==> src/rtl/ex_8_5_arb_pkg.sv <==
// Shared types and defaults for the ex_8_5 multiplier arbiter.
// Optional watchdog in ex_8_5_arb is enabled with ARB_TIMEOUT_EN.
package ex_8_5_arb_pkg;

    localparam int STATE_W = 2;

    typedef enum logic [STATE_W-1:0] {
        S_IDLE,
        S_ISSUE,
        S_RUN,
        S_RESP
    } arb_state_t;

    localparam int DEF_N_REQ    = 4;
    localparam int DEF_DP_WIDTH = 5;
    localparam int DEF_TIMEOUT  = 64;

    function automatic int ptr_width(input int n_req);
        return (n_req > 1) ? $clog2(n_req) : 1;
    endfunction

endpackage

==> src/rtl/ex_8_5_arb_rr_pick.sv <==
// Combinational round-robin picker: first asserted request at or after ptr,
// searching upward with wrap. Returns one-hot winner and its index.
module rr_pick
    import ex_8_5_arb_pkg::*;
#(
    parameter int N_REQ = DEF_N_REQ,
    parameter int PTR_W = ptr_width(DEF_N_REQ)
) (
    input  logic [N_REQ-1:0] req,
    input  logic [PTR_W-1:0] ptr,
    output logic [N_REQ-1:0] win_oh,
    output logic [PTR_W-1:0] win_idx,
    output logic             win_any
);

    int               slot;
    logic [PTR_W-1:0] slot_idx;

    always_comb begin
        win_oh   = '0;
        win_idx  = '0;
        win_any  = 1'b0;
        slot     = 0;
        slot_idx = '0;
        for (int i = 0; i < N_REQ; i++) begin
            slot = int'(ptr) + i;
            if (slot >= N_REQ) slot = slot - N_REQ;
            slot_idx = slot[PTR_W-1:0];
            if (!win_any && req[slot_idx]) begin
                win_any          = 1'b1;
                win_oh[slot_idx] = 1'b1;
                win_idx          = slot_idx;
            end
        end
    end

endmodule

==> src/rtl/ex_8_5_arb.sv <==
// Round-robin arbiter sharing one ex_8_5 shift-add multiplier among N_REQ requesters.
// Define ARB_TIMEOUT_EN to add a watchdog that ends a stalled service with err=1.
//
//   state   | meaning
//   --------+-----------------------------------------------------------
//   S_IDLE  | waiting for mul_rdy and a request; picks winner, latches operands
//   S_ISSUE | mul_start high until the multiplier drops mul_rdy
//   S_RUN   | waiting for mul_rdy to return; captures mul_product
//   S_RESP  | done pulse to winner, gnt cleared, pointer advanced
module ex_8_5_arb
    import ex_8_5_arb_pkg::*;
#(
    parameter int N_REQ    = DEF_N_REQ,
    parameter int DP_WIDTH = DEF_DP_WIDTH,
    parameter int TIMEOUT  = DEF_TIMEOUT
) (
    input  logic                      clk,
    input  logic                      rstb,
    input  logic [N_REQ-1:0]          req,
    input  logic [N_REQ*DP_WIDTH-1:0] req_multiplicand,
    input  logic [N_REQ*DP_WIDTH-1:0] req_multiplier,
    output logic [N_REQ-1:0]          gnt,
    output logic [N_REQ-1:0]          done,
    output logic [2*DP_WIDTH-1:0]     product,
    output logic                      err,
    output logic                      mul_start,
    output logic [DP_WIDTH-1:0]       mul_multiplicand,
    output logic [DP_WIDTH-1:0]       mul_multiplier,
    input  logic [2*DP_WIDTH-1:0]     mul_product,
    input  logic                      mul_rdy
);

    localparam int PTR_W = ptr_width(N_REQ);

    arb_state_t            state, state_nxt;
    logic [PTR_W-1:0]      ptr, ptr_nxt;
    logic [PTR_W-1:0]      win_idx_q, win_idx_nxt;
    logic [N_REQ-1:0]      gnt_nxt, done_nxt;
    logic [2*DP_WIDTH-1:0] product_nxt;
    logic                  mul_start_nxt;
    logic [DP_WIDTH-1:0]   mcand_nxt, mplier_nxt;
    logic                  err_nxt;

    logic [N_REQ-1:0]      pick_oh;
    logic [PTR_W-1:0]      pick_idx;
    logic                  pick_any;

    rr_pick #(
        .N_REQ (N_REQ),
        .PTR_W (PTR_W)
    ) u_pick (
        .req     (req),
        .ptr     (ptr),
        .win_oh  (pick_oh),
        .win_idx (pick_idx),
        .win_any (pick_any)
    );

`ifdef ARB_TIMEOUT_EN
    localparam int WD_W = $clog2(TIMEOUT + 1);
    logic [WD_W-1:0] wd_cnt;
    logic            wd_expired;
    logic            err_q;

    assign wd_expired = ((state == S_ISSUE) || (state == S_RUN)) && (wd_cnt == '0);
    assign err        = err_q;
`else
    assign err = 1'b0;
`endif

    always_comb begin
        state_nxt     = state;
        ptr_nxt       = ptr;
        win_idx_nxt   = win_idx_q;
        gnt_nxt       = gnt;
        done_nxt      = '0;
        product_nxt   = product;
        mul_start_nxt = mul_start;
        mcand_nxt     = mul_multiplicand;
        mplier_nxt    = mul_multiplier;
        err_nxt       = 1'b0;
`ifdef ARB_TIMEOUT_EN
        err_nxt       = err_q;
`endif
        case (state)
            S_IDLE: begin
                if (mul_rdy && pick_any) begin
                    state_nxt     = S_ISSUE;
                    gnt_nxt       = pick_oh;
                    win_idx_nxt   = pick_idx;
                    mul_start_nxt = 1'b1;
                    for (int i = 0; i < N_REQ; i++) begin
                        if (pick_oh[i]) begin
                            mcand_nxt  = req_multiplicand[i*DP_WIDTH +: DP_WIDTH];
                            mplier_nxt = req_multiplier[i*DP_WIDTH +: DP_WIDTH];
                        end
                    end
                end
            end
            S_ISSUE: begin
                if (!mul_rdy) begin
                    state_nxt     = S_RUN;
                    mul_start_nxt = 1'b0;
                end
            end
            S_RUN: begin
                if (mul_rdy) begin
                    state_nxt   = S_RESP;
                    product_nxt = mul_product;
                    done_nxt    = gnt;
                end
            end
            S_RESP: begin
                state_nxt = S_IDLE;
                gnt_nxt   = '0;
                err_nxt   = 1'b0;
                ptr_nxt   = (win_idx_q == PTR_W'(N_REQ - 1)) ? '0 : win_idx_q + 1'b1;
            end
            default: state_nxt = S_IDLE;
        endcase
`ifdef ARB_TIMEOUT_EN
        // A genuine completion on the expiry edge keeps its real result.
        if (wd_expired && (state_nxt != S_RESP)) begin
            state_nxt     = S_RESP;
            done_nxt      = gnt;
            product_nxt   = '0;
            mul_start_nxt = 1'b0;
            err_nxt       = 1'b1;
        end
`endif
    end

    always_ff @(posedge clk or posedge rstb) begin
        if (rstb) begin
            state            <= S_IDLE;
            ptr              <= '0;
            win_idx_q        <= '0;
            gnt              <= '0;
            done             <= '0;
            product          <= '0;
            mul_start        <= 1'b0;
            mul_multiplicand <= '0;
            mul_multiplier   <= '0;
        end else begin
            state            <= state_nxt;
            ptr              <= ptr_nxt;
            win_idx_q        <= win_idx_nxt;
            gnt              <= gnt_nxt;
            done             <= done_nxt;
            product          <= product_nxt;
            mul_start        <= mul_start_nxt;
            mul_multiplicand <= mcand_nxt;
            mul_multiplier   <= mplier_nxt;
        end
    end

`ifdef ARB_TIMEOUT_EN
    // Down-counter loaded on entry to ISSUE; expiry at zero gives TIMEOUT cycles.
    always_ff @(posedge clk or posedge rstb) begin
        if (rstb) begin
            wd_cnt <= '0;
            err_q  <= 1'b0;
        end else begin
            err_q <= err_nxt;
            if ((state == S_IDLE) && (state_nxt == S_ISSUE)) begin
                wd_cnt <= WD_W'(TIMEOUT - 1);
            end else if (((state == S_ISSUE) || (state == S_RUN)) && (wd_cnt != '0)) begin
                wd_cnt <= wd_cnt - 1'b1;
            end
        end
    end
`else
    logic unused_err_nxt;
    assign unused_err_nxt = err_nxt;
`endif

endmodule

==> config.mk <==
export PLATFORM = sky130hd
export DESIGN_NAME = ex_8_5_arb
export DESIGN_NICKNAME = d
export VERILOG_FILES = /design/src/rtl/ex_8_5_arb_pkg.sv /design/src/rtl/ex_8_5_arb_rr_pick.sv /design/src/rtl/ex_8_5_arb.sv
export SDC_FILE = /design/constraint.sdc
export NUM_CORES = 1
export LEC_CHECK = 0
export BUFFER_PORTS_ARGS = -buffer_cell sky130_fd_sc_hd__buf_2
export CAP_MARGIN = 20
export CORE_MARGIN = 3
export CORE_UTILIZATION = 45
export DETAILED_ROUTE_END_ITERATION = 8
export PLACE_DENSITY = 0.73
export SLEW_MARGIN = 30
export SYNTH_ARGS = -nofsm -noshare
export SYNTH_HDL_FRONTEND = slang
export SYNTH_SLANG_ARGS = --single-unit
==> constraint.sdc <==
create_clock -name clk -period 3.7 [get_ports clk]
set_input_delay 0.555 -clock clk [delete_from_list [all_inputs] [get_ports clk]]
set_output_delay 0.555 -clock clk [all_outputs]
set_load 0.01 [all_outputs]
== Yosys cells after proc, flatten, opt, wreduce, memory -nomap -nowiden ==
Cells that the tools add are included.

* Bits in registers: 35
* Input bits: 57
* Output and inout port bits: 30
* Word-level logic and storage cells: 112

* $add $sub $neg: 8
* Magnitude comparators: 12
* Eq/ne operators: 7
* Mux-type cells: 52
* Bitwise logic cells: 3
* Reductions and logical operators: 21

{| class="wikitable"
|+ Operators by type and width
! cell !! number
|-
| $mux W5 || 8
|-
| $mux W4 || 7
|-
| $mux W2 || 12
|-
| $mux W1 || 14
|-
| $lt A2 B3 Y1 const B || 4
|-
| $or A4 B4 Y4 || 3
|-
| $ge A3 B3 Y1 const B || 3
|-
| $reduce_and A3 Y1 || 3
|-
| $bmux W1 S2 || 4
|-
| $demux W1 S2 || 4
|-
| $ge A2 B1 Y1 const B || 4
|-
| $logic_and A1 B1 Y1 || 8
|-
| $pmux W2 S4 || 1
|-
| $pmux W4 S2 || 1
|-
| $sub A2 B1 Y2 const B || 4
|-
| $add A2 B2 Y3 const B || 2
|-
| $eq A2 B2 Y1 const B || 3
|-
| $ne A2 B2 Y1 const B || 3
|-
| $reduce_and A2 Y1 || 3
|-
| $reduce_bool A2 Y1 || 2
|-
| $reduce_bool A4 Y1 || 1
|-
| $add A2 B1 Y3 const B || 1
|-
| $ge A2 B3 Y1 const B || 1
|-
| $logic_not A1 Y1 || 3
|-
| other kinds (4) || 4
|}

== Depth between registers and ports, before layout ==
Gate-level depths: netlist (run 1).

* Word-level depth: 18
* Gate-level depth with buffers: 11
* Mapped depth without buffers: 8

== Modules after synthesis ==
Synthesis (run 1) repeated with hierarchy kept, for this count alone.

* Cell total of the unflattened synthesis: 207
* Area total of the unflattened synthesis: 2209.6 µm²

{| class="wikitable"
|+ Modules (own cells, without submodules)
! module !! times used !! cells an instance !! area an instance (µm²) !! seq. area each (µm²)
|-
| ex_8_5_arb || 1 || 162 || 1788.0 || 875.8
|-
| rr_pick || 1 || 45 || 421.7 || 0.0
|}

== Least setup slack after synthesis (run 1) ==
No wires, ideal clock.

* Path type: reg-to-reg
* Start: register ptr[0]
* End: register mul_multiplicand[4]
* Arrival time: 3135 ps
* Required time: 3614 ps
* Setup slack: 479 ps
* Cell stages (with the launch flop): 12
* Path buffers: 3
* Period minus slack after synthesis: 3221 ps
* Cell sequence: dfrtp_1 > buf_2 > inv_1 > ha_1 > buf_6 > mux4_2 > nand2_1 > o21ai_1 > or3_4 > or4_1 > buf_2 > a32oi_1

* Cells in the longest elaborated chain, start to end: 17
* Elaborated cells on any way between the ends: 66
* Classes of those cells: add/sub: 7; order compare: 12; mux: 31; bitwise: 3; reduce/logical: 13

{| class="wikitable"
|+ Ends and longest elaborated chain
! what !! RTL line !! RTL
|-
| start, declared || ex_8_5_arb.sv:36 || <nowiki>logic [PTR_W-1:0] ptr, ptr_nxt;</nowiki>
|-
| start signal, assigned || ex_8_5_arb.sv:146 || <nowiki>ptr <= ptr_nxt;</nowiki>
|-
| parallel branches: the longest is 17 deep, another holds $add A2 B1 Y3 || n/a ||
|-
| end signal, assigned || ex_8_5_arb.sv:152 || <nowiki>mul_multiplicand <= mcand_nxt;</nowiki>
|-
| end, declared || ex_8_5_arb.sv:27 || <nowiki>output logic [DP_WIDTH-1:0] mul_multiplicand,</nowiki>
|}

Several ways; the timed one is not identified. The select of a mux whose other input is x is not followed.
A chain may end at the register's enable or synchronous reset.

== Final worst setup path (run 1) ==
* Start: register ptr[1]
* End: register mul_multiplicand[3]

The elaborated chain is that of the path after synthesis.

==> results of run 1 <==
-- state kept, by name, summed over array words and instances (netlist names) --
name / count
done: 4
gnt: 4
mul_multiplicand: 5
mul_multiplier: 5
mul_start: 1
product: 10
ptr: 2
state: 2
win_idx_q: 2
-- worst max path at each step --
stage,to,from,cells after the start,slack (ns)
final,mul_multiplicand[3],ptr[1],8,0.35
after CTS,mul_multiplicand[3],ptr[1],8,0.35
after global placement,mul_multiplicand[4],ptr[1],8,0.49
after global routing,mul_multiplicand[4],ptr[1],8,0.15
after floorplan,mul_multiplicand[4],ptr[0],11,0.48
after detailed placement,mul_multiplicand[3],ptr[1],8,0.36
-- logic make-up after synthesis --
kind of cell             after synthesis
AO/OA/AOI/OAI                         91
AND/OR/NAND/NOR                       64
buffers and inverters                 51
flip-flops                            35
adder cells (fa/ha/maj)               12
multiplexers                          14
other                                  1
-- layout make-up --
class / count / area, um2 / share of cell area
clock buffer: 6 / 82.58 / 0.02707
tap: 70 / 87.58 / 0.02871
timing repair buffer: 97 / 515.5 / 0.1690
multi-input combinational: 182 / 1375 / 0.4508
inverter: 29 / 108.9 / 0.03568
sequential: 35 / 875.8 / 0.2871
clock inverter: 1 / 5.005 / 0.001641
-- power by group through the flow --
stage | sequential [uW] | clock, uW | combinational, uW
floorplan | 719 | 0 | 988
global placement | 659 | 0 | 1450
detailed placement | 666 | 0 | 1490
CTS | 660 | 287 | 1490
global route | 683 | 308 | 1660
finish | 658 | 281 | 1490
-- synthesized netlist by cell type (all sizes together) (3+ instances only) --
cell type   n  area share
a21oi      14       0.029
a221oi      3       0.013
a22oi       4       0.012
a32oi      10       0.036
and3        4       0.010
buf         8       0.021
clkbuf     14       0.021
dfrtp      35        0.36
ha         12       0.061
inv        29       0.044
mux2       11       0.050
nand2      20       0.031
nor2       12       0.018
nor3        4      0.0081
nor3b       3      0.0092
nor4b      12       0.043
o21ai      18       0.037
o311ai     10       0.036
o31a       10       0.036
o31ai      10       0.031
-- metrics by stage --
step                setup WS, ns  std cells  cell area, um2  power [uW]    util
floorplan                 0.4794        268            2457        1707       -
global placement          0.4862        413            2963        2110  0.5692
detailed placement        0.3627        413            2963        2151  0.5692
CTS                       0.3493        420            3050        2438  0.5861
global route              0.1489        420            3050        2652  0.5861
finish                    0.3535        420            3050        2428  0.5861
-- metal layers --
metal / share of wire / track usage / vias up
met5: 0 / 0 / -
met4: 0.011 / 0.04392 / 0
met3: 0.067 / 0.05418 / 7
met2: 0.47 / 0.3104 / 76
met1: 0.45 / 0.2649 / 1085
li1: - / - / 1164
-- cell usage in the layout (no fill, tap or decap), types with 2 or more instances in the layout --
| cell type | synthesis | layout |
|---|---|---|
| mux2_2 | 11 | 11 |
| buf_2 | 5 | 85 |
| buf_4 | 2 | 12 |
| o31ai_1 | 10 | 10 |
| and3_1 | 4 | 4 |
| nand2_1 | 20 | 20 |
| a22oi_1 | 4 | 4 |
| nor3_1 | 4 | 4 |
| a221o_1 | 2 | 2 |
| a32oi_1 | 10 | 10 |
| nor3b_1 | 3 | 3 |
| inv_1 | 29 | 29 |
| or3_4 | 2 | 2 |
| a221oi_1 | 2 | 2 |
| nor2b_1 | 2 | 2 |
| o31a_1 | 10 | 10 |
| o21ai_0 | 17 | 17 |
| mux4_2 | 2 | 2 |
| ha_1 | 12 | 12 |
| clkbuf_8 | 0 | 6 |
| dfrtp_1 | 35 | 35 |
| a21oi_1 | 14 | 14 |
| nor4b_1 | 12 | 11 |
| o311ai_0 | 10 | 10 |
| nor2_1 | 12 | 12 |
| and3b_1 | 2 | 2 |
-- worst min-delay path, stage by stage --
cell	delay (ns)
buf_2	0.09
inv_1	0.04
buf_4	0.38
==> results.md, run 1 <==
* Status: completed
* Layout cell share with drive strength beyond 1 at 0.3514
* Slowest CP cell: or4_1
* Pre-antenna DRT Iters at 4
* Switching share of power at 0.4492
* Critical Path Source Type: flip-flop
* Synth Flop Type: dfrtp_1
* Leakage at approximately 0.0015 uW
* FF+latch count, synth at 35
* Register area share after synthesis at 0.3564
* Cts bufs inserted at 5
* GRT overflow at 0
* Initial drt markers at 152
* Synth Area in Adders at 0.06110
* Hold violation total from the final report at 0
* Pwr dens at between 700 and 800 nW/um2
* Mapped Cells at around 270
* # diodes at 0
* Max-slew violations at 0
* Clock Tree Root: clkbuf_8
* Logic pwr share at 0.614
* Htree depth at 2
* Post-Syn Area at around 2500 um2
* Resized Gates After CTS at 0
* Worst-Skew Late Latency at 0.28 ns
* WL final at 6295 um
* Crit path max fanout at 13
* Initial Utilization at 0.4721
* Total global-route track usage at 0.1956
* Syn_nets at between 300 and 400
* Post-synth EDFFs at 0
* Simple-gate share of the synthesized area at 0.1487
* Mapped Avg Cell Area at about 9.2 um2
* Row cnt at 26
* Max Fclk at approximately 0.3 GHz
* NumNets Final at between 400 and 500
* Vias in the first global route at ~2100
* Max VDD drop at 0.0003852 V
* Switching power at around 1100 uW
* Launch point of the worst reg-to-reg path: ptr[1]
* RSZ-0062 raised after global routing: no
* R2R Setup Slk at roughly 0.35 ns
* Post-synthesis xor/xnor area fraction at 0
* Final Critical Period at ~3.3 ns
* Vias per cell at 5.552
* Sum Neg Setup Slack at 0 ns
* Worst Reg-to-Reg Cells at 8
* Routed wire per std cell at 14.99 um
* Max-Cap Viols at 0
* Finish-stage setup viols at 0
* Area grow syn2layout at 24.13%
* Yosys warnings at 0
* CP Capture Type: flip-flop
* Crit-path leading delay family: simple AND/OR/NAND/NOR gates
* Crit path DAT at roughly 3.5 ns
* Max clock buf depth at 2
* Floorplan core area at around 5200 um2
* Clock Power Share at 0.116
* Vias at 2332
* WHS at ~0.36 ns
* Post-synthesis compound-gate area fraction at 0.2729
* Worst-Margin Slew at 0.5514 ns
* Sequential Power Share at 0.271
* Slew HR at 0.6299
* Number of fill cells in the layout at slightly below 500
* CTS Hold Bufs at 0
* Initial antenna violation count at 0
* Cell Int Power at 1337 uW
* First-pass GRT wire length at between 9000 and 10000 um
* Num ports at just under 90
* Post-synthesis mux area share at 0.07281
* Half-perimeter wire length after placement at approximately 4700 um
* Crit path kind: reg -> reg
* Hold crit path type: in -> async
* Die footprint at 6383 um2
* Post-synthesis async set-or-reset flop share at 1.000
* Clock Pin Slew Worst Setup and Hold Paths at 0.07 ns
* Clock skew at between 0.007 and 0.008 ns
* Gp weighted congestion at 0.8676
* Post-synthesis cell type count at 43
* Critical path, cell by cell: inv_1, ha_1, mux4_2, nand2_1, o21ai_0, or3_4, or4_1, a32oi_1
* CTS tree: yes
* Largest net degree at the start of global routing at 36
* I/O Buffers at 85
* Crit Reg-Reg Endpoint: mul_multiplicand[3]
* Die height at between 70 and 80 um
* Buffers & Inverters on Critical Path at 1
* Setup Fix Bufs, Post-CTS at 0
* Largest family of logic cells by synthesized area: compound AO/OA/AOI/OAI gates
* Crit path largest cell delay at around 0.7 ns
* Drc violations at 0
* Clock sinks at 35
* Required time worst endpoint at 3.90 ns
* DRT antenna net count at 0
* Chip width at approximately 80 um
* Period utilisation layout at 0.9045
Power figures use the tool's default switching activity.
==> run 2: changes to the inputs <==
--- a/config.mk
+++ b/config.mk
@@ -11,6 +11,7 @@
 export CORE_UTILIZATION = 45
 export DETAILED_ROUTE_END_ITERATION = 8
 export PLACE_DENSITY = 0.73
+export RECOVER_POWER = 100
 export SLEW_MARGIN = 30
 export SYNTH_ARGS = -nofsm -noshare
 export SYNTH_HDL_FRONTEND = slang
==> run 2 against run 1 <==
Compared with the run above: the flow now finishes with violations (capacitance limit, slew limit); via count is 0.34% lower; count of clock-buffer cells in the layout did not move; hold slack improved by 0.14 ns; critical path depth is the same; register-to-register slack improved by 0.02 ns; cell count unchanged.
==> results.md, run 2 (synthesis results as in run 1) <==
* Htree depth at 2 (unchanged)
* NumNets Final at 419 (unchanged)
* Gp weighted congestion at 0.8676 (unchanged)
* Routed wire per std cell at 14.88 um (-0.71%)
* Finish-stage setup viols at 0 (unchanged)
* Period utilisation layout at 0.9000 (-0.004426)
* Crit-path leading delay family: simple AND/OR/NAND/NOR gates
* Most frequent cells in the layout: buf_2 (55), dfrtp_1 (35), clkbuf_1 (33)
* Slew HR at -0.2193 (-0.8492)
* Most common cell after layout, fill and taps aside: buf_2
* Worst-Margin Slew at 1.829 ns (+1.278 ns)
* Critical Path Source Type: flip-flop
* I/O Buffers at 85 (unchanged)
* Buffers & Inverters on Critical Path at 1 (unchanged)
* Pwr dens at 789.8 nW/um2 (-0.76%)
* Final Cell Area at 2997 um2 (-1.8%)
* Max-Cap Viols at 1 (+1)
* WL final at 6250 um (-0.71%)
* Worst-Skew Late Latency at 0.29 ns (about the same)
* Status: finished with violations
* Setup Fix Bufs, Post-CTS at 0 (unchanged)
* Drc violations at 0 (unchanged)
* Switching power at 1090 uW (about the same)
* DRT antenna net count at 0 (unchanged)
* Total global-route track usage at 0.1956 (unchanged)
* Regs by FF count: product: 10 flops, mul_multiplicand: 5 flops, mul_multiplier: 5 flops
* Max clock buf depth at 2 (unchanged)
* Required time worst endpoint at 3.89 ns (about the same)
* Max VDD drop at 0.0003732 V (-3.1%)
* Top reg by flops: product
* Num ports at 87 (unchanged)
* Die footprint at 6383 um2 (unchanged)
* Placed Instance Area at 2963 um2 (unchanged)
* Area grow syn2layout at 21.94%
* CTS tree: yes
* Cells after DPL at 413 (unchanged)
* Crit path kind: reg -> reg
* Crit path DAT at 3.53 ns (about the same)
* First-pass GRT wire length at 9949 um (unchanged)
* Max FFs per register at 10 (unchanged)
* Critical path, cell by cell: inv_1, ha_1, mux4_2, nand2_1, o21ai_0, or3_4, or4_1, a32oi_1
* Max Fclk at 0.3003 GHz (+0.49%)
* Hold violation total from the final report at 0 (unchanged)
* # diodes at 0 (unchanged)
* Layout cell share with drive strength beyond 1 at 0.2514 (-0.1000)
* Vias in the first global route at 2090 (unchanged)
* Chip width at 79.90 um (unchanged)
* R2R Setup Slk at 0.37 ns (+0.02 ns)
* Max-slew violations at 36 (+36)
* Largest net degree at the start of global routing at 36 (unchanged)
* Switching share of power at 0.4606 (+0.01139)
* Sequential Power Share at 0.280 (+0.009)
* Final Critical Period at 3.330 ns (-0.01638 ns)
* Floorplan core area at 5205 um2 (unchanged)
* Initial antenna violation count at 0 (unchanged)
* Hold crit path type: in -> reg
* Final WS setup at 0.3699 ns (+0.01638 ns)
* Cts bufs inserted at 5 (unchanged)
* Resized Gates After CTS at 0 (unchanged)
* Dpl ws at 0.3627 ns (unchanged)
* CP Capture Type: flip-flop
* Row cnt at 26 (unchanged)
* Initial Utilization at 0.4721 (unchanged)
* Vias at 2324 (-0.34%)
* Half-perimeter wire length after placement at 4674 um (unchanged)
* Pre-antenna DRT Iters at 4 (unchanged)
* RSZ-0062 raised after global routing: no
* Crit path largest cell delay at 0.72 ns (about the same)
* Clock Power Share at 0.119 (+0.003)
* Logic pwr share at 0.601 (-0.013)
* Leakage at 0.001399 uW (-6.7%)
* Cell Int Power at 1277 uW (-4.5%)
* Initial drt markers at 133 (-13%)
* CTS Hold Bufs at 0 (unchanged)
* Crit path max fanout at 13 (unchanged)
* Die height at 79.90 um (unchanged)
* Clock sinks at 35 (unchanged)
* GRT overflow at 0 (unchanged)
* Clock Tree Root: clkbuf_8
* Slowest CP cell: or4_1
* Sum Neg Setup Slack at 0 ns (unchanged)
* Vias per cell at 5.533 (-0.34%)
* Clock skew at 0.009166 ns (+0.002098 ns)
* Failing checks: capacitance limit, slew limit
* Non-filler instance count after layout at 420 (unchanged)
* Clock Pin Slew Worst Setup and Hold Paths at 0.07 ns (about the same)
[run 2: area by class of cell]
| class | count | area, um2 |
|---|---|---|
| fillers | 516 | 2208 |
| multi-input cells | 182 | 1370 |
| flip-flops and latches | 35 | 875.8 |
| repair buffers | 97 | 466.7 |
| inverters | 29 | 108.9 |
| well taps | 70 | 87.58 |
| clock buffers | 6 | 82.58 |
| clock inverters | 1 | 5.005 |
[run 2: path summary, 6_finish.rpt]
path,startpoint,end,cells after the start
worst min register to register,product[2],product[2],1
worst max register to register,ptr[1],mul_multiplicand[3],8
worst max-delay path,ptr[1],mul_multiplicand[3],8
min in group asynchronous,rstb,mul_multiplier[1],3
max in group asynchronous,rstb,gnt[0],3
worst min-delay path,mul_product[7],product[7],2
[run 2: through the flow]
stage	power, uW	util	hold slack [ns]
floorplan	1707	-	0.4538
global placement	2110	0.5692	0.4760
detailed placement	2151	0.5692	0.4898
CTS	2438	0.5861	0.3694
global route	2593	0.5757	0.4885
finish	2367	0.5757	0.4987
[run 2: layer usage]
metal,routed length [um],up-vias,track usage
met4,64,0,0.04392
met1,2715,1062,0.2649
li1,-,1168,-
met3,483,7,0.05418
met5,0,-,0
met2,2987,87,0.3104
[run 2: power groups by stage]
| stage | registers [uW] | clock network, uW | logic, uW |
|---|---|---|---|
| 2_1_floorplan | 719 | 0 | 988 |
| 3_3_place_gp | 659 | 0 | 1450 |
| 3_5_place_dp | 666 | 0 | 1490 |
| 4_1_cts | 660 | 287 | 1490 |
| 5_1_grt | 687 | 308 | 1600 |
| 6_report | 662 | 282 | 1420 |
